## src/rtl/bus_pkg.sv

```systemverilog
// Shared definitions for the round-robin bus arbiter: FSM encoding and an
// index-width helper usable in constant expressions.
package bus_pkg;

    typedef enum logic {
        StIdle  = 1'b0,
        StOwned = 1'b1
    } arb_state_e;

    // Ceiling log2; returns 0 for n <= 1.
    function automatic int unsigned clog2(input int unsigned n);
        int unsigned r;
        r = 0;
        while ((64'd1 << r) < 64'(n)) begin
            r = r + 1;
        end
        return r;
    endfunction

endpackage

```

## src/rtl/bus_switch.sv

```systemverilog
// Word selector: routes requester word S of a packed data bus to the output.
module bus_switch
    import bus_pkg::*;
#(
    parameter int unsigned SIZE       = 8,
    parameter int unsigned DATA_WIDTH = 16
) (
    input  logic [SIZE*DATA_WIDTH-1:0] data_in,
    input  logic [clog2(SIZE)-1:0]     S,
    output logic [DATA_WIDTH-1:0]      data_out
);

    localparam int unsigned IW = clog2(SIZE);

    always_comb begin
        data_out = '0;
        for (int unsigned i = 0; i < SIZE; i++) begin
            if (S == IW'(i)) begin
                data_out = data_in[i*DATA_WIDTH +: DATA_WIDTH];
            end
        end
    end

endmodule

```

## src/rtl/bus_arbiter.sv

```systemverilog
// Round-robin bus arbiter with one idle turnaround cycle between tenures.
// Optional tenure limit and timeout pulse are enabled by ARB_TIMEOUT_EN.
module bus_arbiter
    import bus_pkg::*;
#(
    parameter int unsigned SIZE       = 8,
    parameter int unsigned DATA_WIDTH = 16,
    parameter int unsigned TIMEOUT    = 16
) (
    input  logic                       clk,
    input  logic                       reset_n,
    input  logic [SIZE-1:0]            req,
    input  logic [SIZE*DATA_WIDTH-1:0] data_in,
    output logic [SIZE-1:0]            gnt,
    output logic [clog2(SIZE)-1:0]     sel,
    output logic                       busy,
    output logic [DATA_WIDTH-1:0]      data_out
`ifdef ARB_TIMEOUT_EN
    ,
    output logic                       timeout
`endif
);

    localparam int unsigned IW = clog2(SIZE);

    if ((SIZE < 2) || (SIZE > 16) || ((SIZE & (SIZE - 1)) != 0)) begin : g_bad_size
        $error("bus_arbiter: SIZE must be a power of 2 in 2..16");
    end
    if (TIMEOUT < 1) begin : g_bad_timeout
        $error("bus_arbiter: TIMEOUT must be at least 1");
    end

    arb_state_e     state_q, state_d;
    logic [IW-1:0]  sel_q, sel_d;
    logic [IW-1:0]  last_q, last_d;
    logic [IW-1:0]  cand, pick;
    logic           found;
    logic [DATA_WIDTH-1:0] sw_data;

`ifdef ARB_TIMEOUT_EN
    localparam int unsigned CW = clog2(TIMEOUT + 1);
    logic [CW-1:0] cnt_q, cnt_d;
    logic          timeout_q, timeout_d;
`endif

    // Search upward from last+1; offset SIZE wraps back to last itself,
    // so a lone requester equal to last is still found.
    always_comb begin
        found = 1'b0;
        pick  = last_q;
        cand  = last_q;
        for (int unsigned k = 1; k <= SIZE; k++) begin
            cand = last_q + IW'(k);
            if (!found && req[cand]) begin
                found = 1'b1;
                pick  = cand;
            end
        end
    end

    always_comb begin
        state_d = state_q;
        sel_d   = sel_q;
        last_d  = last_q;
`ifdef ARB_TIMEOUT_EN
        cnt_d     = cnt_q;
        timeout_d = 1'b0;
`endif
        unique case (state_q)
            StIdle: begin
                if (found) begin
                    state_d = StOwned;
                    sel_d   = pick;
`ifdef ARB_TIMEOUT_EN
                    cnt_d   = '0;
`endif
                end
            end
            StOwned: begin
                if (!req[sel_q]) begin
                    state_d = StIdle;
                    last_d  = sel_q;
                end
`ifdef ARB_TIMEOUT_EN
                else if (cnt_q == CW'(TIMEOUT - 1)) begin
                    // Forced release: owner loses priority even with req held.
                    state_d   = StIdle;
                    last_d    = sel_q;
                    timeout_d = 1'b1;
                end else begin
                    cnt_d = cnt_q + 1'b1;
                end
`endif
            end
            default: state_d = StIdle;
        endcase
    end

    always_ff @(posedge clk or negedge reset_n) begin
        if (!reset_n) begin
            state_q <= StIdle;
            sel_q   <= '0;
            last_q  <= IW'(SIZE - 1);
`ifdef ARB_TIMEOUT_EN
            cnt_q     <= '0;
            timeout_q <= 1'b0;
`endif
        end else begin
            state_q <= state_d;
            sel_q   <= sel_d;
            last_q  <= last_d;
`ifdef ARB_TIMEOUT_EN
            cnt_q     <= cnt_d;
            timeout_q <= timeout_d;
`endif
        end
    end

    assign busy = (state_q == StOwned);
    assign sel  = sel_q;

    always_comb begin
        gnt = '0;
        if (busy) begin
            gnt[sel_q] = 1'b1;
        end
    end

    bus_switch #(
        .SIZE       (SIZE),
        .DATA_WIDTH (DATA_WIDTH)
    ) u_switch (
        .data_in  (data_in),
        .S        (sel_q),
        .data_out (sw_data)
    );

    assign data_out = busy ? sw_data : '0;

`ifdef ARB_TIMEOUT_EN
    assign timeout = timeout_q;
`endif

endmodule

```

## config.mk

```make
export PLATFORM = sky130hd
export DESIGN_NAME = bus_arbiter
export DESIGN_NICKNAME = d
export VERILOG_FILES = /design/src/rtl/bus_pkg.sv /design/src/rtl/bus_switch.sv /design/src/rtl/bus_arbiter.sv
export SDC_FILE = /design/constraint.sdc
export NUM_CORES = 1
export LEC_CHECK = 0
export ABC_AREA = 1
export CORE_MARGIN = 5
export CORE_UTILIZATION = 37
export CTS_CLUSTER_DIAMETER = 60
export DETAILED_ROUTE_END_ITERATION = 10
export PLACE_DENSITY = 0.88
export SLEW_MARGIN = 20
export SYNTH_ARGS = -nofsm -noshare
export SYNTH_HDL_FRONTEND = slang
export SYNTH_SLANG_ARGS = --single-unit
```

## constraint.sdc

```tcl
create_clock -name clk -period 5.2 [get_ports clk]
set_input_delay 1.56 -clock clk [delete_from_list [all_inputs] [get_ports clk]]
set_output_delay 1.56 -clock clk [all_outputs]
set_load 0.02 [all_outputs]
```

==> results.ini <==
[status]
status=finished, final reports clean

[placement]
dp.final_hpwl_um=8768
preCtsSetupSlack_ns=0.2652
placed_cell_area_um2=3782
placedCellCount=626
gp_congestion=0.9373
portBuffers=165

[grt]
met1_usage_pct=30.02
grt_max_degree=21
grt_pass1_vias=3278
grtUsageMet3_pct=5.922
grt_use_total_pct=26.64
busiest_layer=met2
grt_pass1_wl_um=15720
antenna_found_initial=0
grt_util_met2_pct=49.36
grt_overflow_total=0

[logic_synthesis]
synthesis.instances=402
synth.avg_cell_area_um2=5.210
synth_seq_cells=7
ys_warn_count=0
synth_edf_count=0
ys_seq_area_share_pct=8.542
synth_area_um2=2095
ys.flop_type=dfrtp_1
synth.distinct_cells=33
synth_nets=542
async_flop_share_pct=100.0

[cells_and_area]
finish.instance_area_um2=3827
layout.nets=699
drive_gt1_share_pct=7.885
area_delta_synth_final_pct=82.74
n_antenna_cell=0
fin_cells=630

[worst_setup_path]
critPathMaxFanout=1
cp_data_required_time_ns=3.64
critPathCaptureType=output pin
start_kind=primary input
worstSetupPathType=primary input to output pin
crit_arrival_ns=3.38

[sta]
timing.final.crit_period_ns=4.942
fmax_mhz=202.3
rsz0062_at_grt=no
skew_ns=0.0008505
worst_pin_slew_ns=0.5939
final-setup-viol-count=0
finalWorstSetupSlack_ns=0.2576
setup-tns-final_ns=0
drv_slew=0
slew_headroom_pct=60.26
layout_worst_path_cycle_share_pct=95.05
hold_viol=0

[floorplan]
io_pins=166
die_w_um=85.24
die_h_um=85.24
core_um2=5507
initial_core_util_pct=38.04
num_rows=27
die_area_um2=7266

[clocking]
clk_pin_slew_ns=0.04
clockRootBuffer=clkbuf_8
clk_latency_ns=0.23
clock-sinks=7
post_cts_resized=0
cts_max_level=1
hold_buffers=0
cts_setup_buffers=0
cts_buffers=3
cts_tree=built
clk_path_buf_depth=2

[route]
route.detailed.drc=0
routed_wl_um=10410
wl_per_cell_um=16.52
dr_total_vias=3377
antenna_left=0
firstDrtPassIters=5
drtIter0Drc=211
drt-vias-per-instance=5.360

[power_and_ir_drop]
p_leak_uw=0.001644
finalPower_uw=2215
power_density_nw_per_um2=578.8
ir_worst_vdd_mv=0.3444

[hold_path]
hold_class=flip-flop to flip-flop

[job]
cap_violations=0

==> layout make-up <==
| type | instances | area [um2] |
|---|---|---|
| Timing Repair Buffer | 172 | 1704 |
| Multi-Input combinational cell | 341 | 1682 |
| Fill cell | 516 | 1679 |
| Sequential cell | 7 | 178.9 |
| Inverter | 34 | 127.6 |
| Tap cell | 72 | 90.09 |
| Clock buffer | 4 | 45.04 |
==> cell usage after synthesis, types with 2 or more instances <==
| master | number | area, um2 |
|---|---|---|
| nand2_1 | 127 | 476.7 |
| nand3_1 | 69 | 345.3 |
| o21ai_0 | 39 | 195.2 |
| a21oi_1 | 32 | 160.2 |
| inv_1 | 29 | 108.9 |
| nor2_1 | 19 | 71.32 |
| nand2_2 | 11 | 68.82 |
| clkbuf_1 | 9 | 33.78 |
| buf_2 | 7 | 35.03 |
| nand3_2 | 7 | 70.07 |
| nand4_1 | 6 | 37.54 |
| a221oi_1 | 5 | 43.79 |
| inv_2 | 5 | 18.77 |
| dfrtp_1 | 4 | 100.1 |
| dfstp_2 | 3 | 78.83 |
| nor3_1 | 3 | 15.01 |
| o211ai_1 | 3 | 22.52 |
| o21ai_1 | 3 | 15.01 |
| buf_4 | 2 | 15.01 |
| buf_6 | 2 | 22.52 |
| ha_1 | 2 | 25.02 |
| nor2_2 | 2 | 12.51 |
| o2111ai_1 | 2 | 17.52 |
| o21ai_2 | 2 | 17.52 |
==> power by group <==
part / switching, uW / leakage, uW / total, uW / internal, uW
Combinational: 1190 / 0.00154 / 1970 / 770
Clock: 22.2 / 0.0000228 / 75.1 / 52.9
Sequential: 84.6 / 0.0000802 / 175 / 90.2
==> routing by layer <==
layer	part of all wire, %	vias to the layer above	wire (um)
li1	-	1671	-
met3	7.8	20	808
met5	0	-	0
met4	2.1	0	221
met1	39	1530	4076
met2	51	156	5302
==> layout by cell type, fill, tap and decap left out, drive strengths merged <==
cell | Yosys | final
nand2 | 139 | 139
xor2 | 1 | 1
dfstp | 3 | 3
nand3 | 76 | 76
xnor2 | 2 | 2
dfrtp | 4 | 4
nor3 | 4 | 4
o2111ai | 2 | 2
a31oi | 1 | 1
clkbuf | 9 | 4
ha | 2 | 2
nand4 | 6 | 6
a221oi | 5 | 5
buf | 11 | 7
o211ai | 3 | 3
a21oi | 32 | 32
clkdlybuf4s50 | 0 | 165
nor2 | 22 | 22
nand3b | 1 | 1
o21bai | 1 | 1
o21ai | 44 | 44
inv | 34 | 34
==> critical path: stages <==
cell and delay (ns):
clkdlybuf4s50_1 0.45, o21ai_0 0.07, o2111ai_1 0.22, o21ai_0 0.18
nand3_1 0.11, o211ai_1 0.08, inv_1 0.09, clkdlybuf4s50_1 0.62
==> kinds of logic (layout without fill, tap and decap cells) <==
logic type,after synthesis,count (layout),share of synthesized area [%]
AND/OR/NAND/NOR,248,248,54.30
AO/OA/AOI/OAI,88,88,23.18
flip-flops,7,7,8.543
XOR/XNOR,3,3,1.613
adder cells (fa/ha/maj),2,2,1.195
buffers and inverters,54,210,11.17
==> per-stage QoR <==
| step | utilization (%) | hold slack (ns) |
|---|---|---|
| final | 69.51 | 0.5733 |
| after global routing | 69.51 | 0.6009 |
| after CTS | 69.51 | 0.5769 |
| after detailed placement | 68.69 | 0.5712 |
| after global placement | 68.69 | 0.5643 |
| after floorplan | - | 0.5988 |
==> path summary, 6_finish.rpt <==
kind,to,cells after the start,from,slack (ns)
max,data_out[5],8,data_in[5],0.26
min,last_q[2],2,last_q[2],0.57
max reg2reg,sel[0],14,last_q[0],2.24
min reg2reg,last_q[2],2,last_q[2],0.57
max in group asynchronous,last_q[2],1,reset_n,3.34
min in group asynchronous,busy,1,reset_n,1.59
==> registers in the layout, indices dropped and copies added, names as in the netlist <==
signal and flops:
busy 1, last_q 3, sel 3
(Power assumes the default switching activity.)
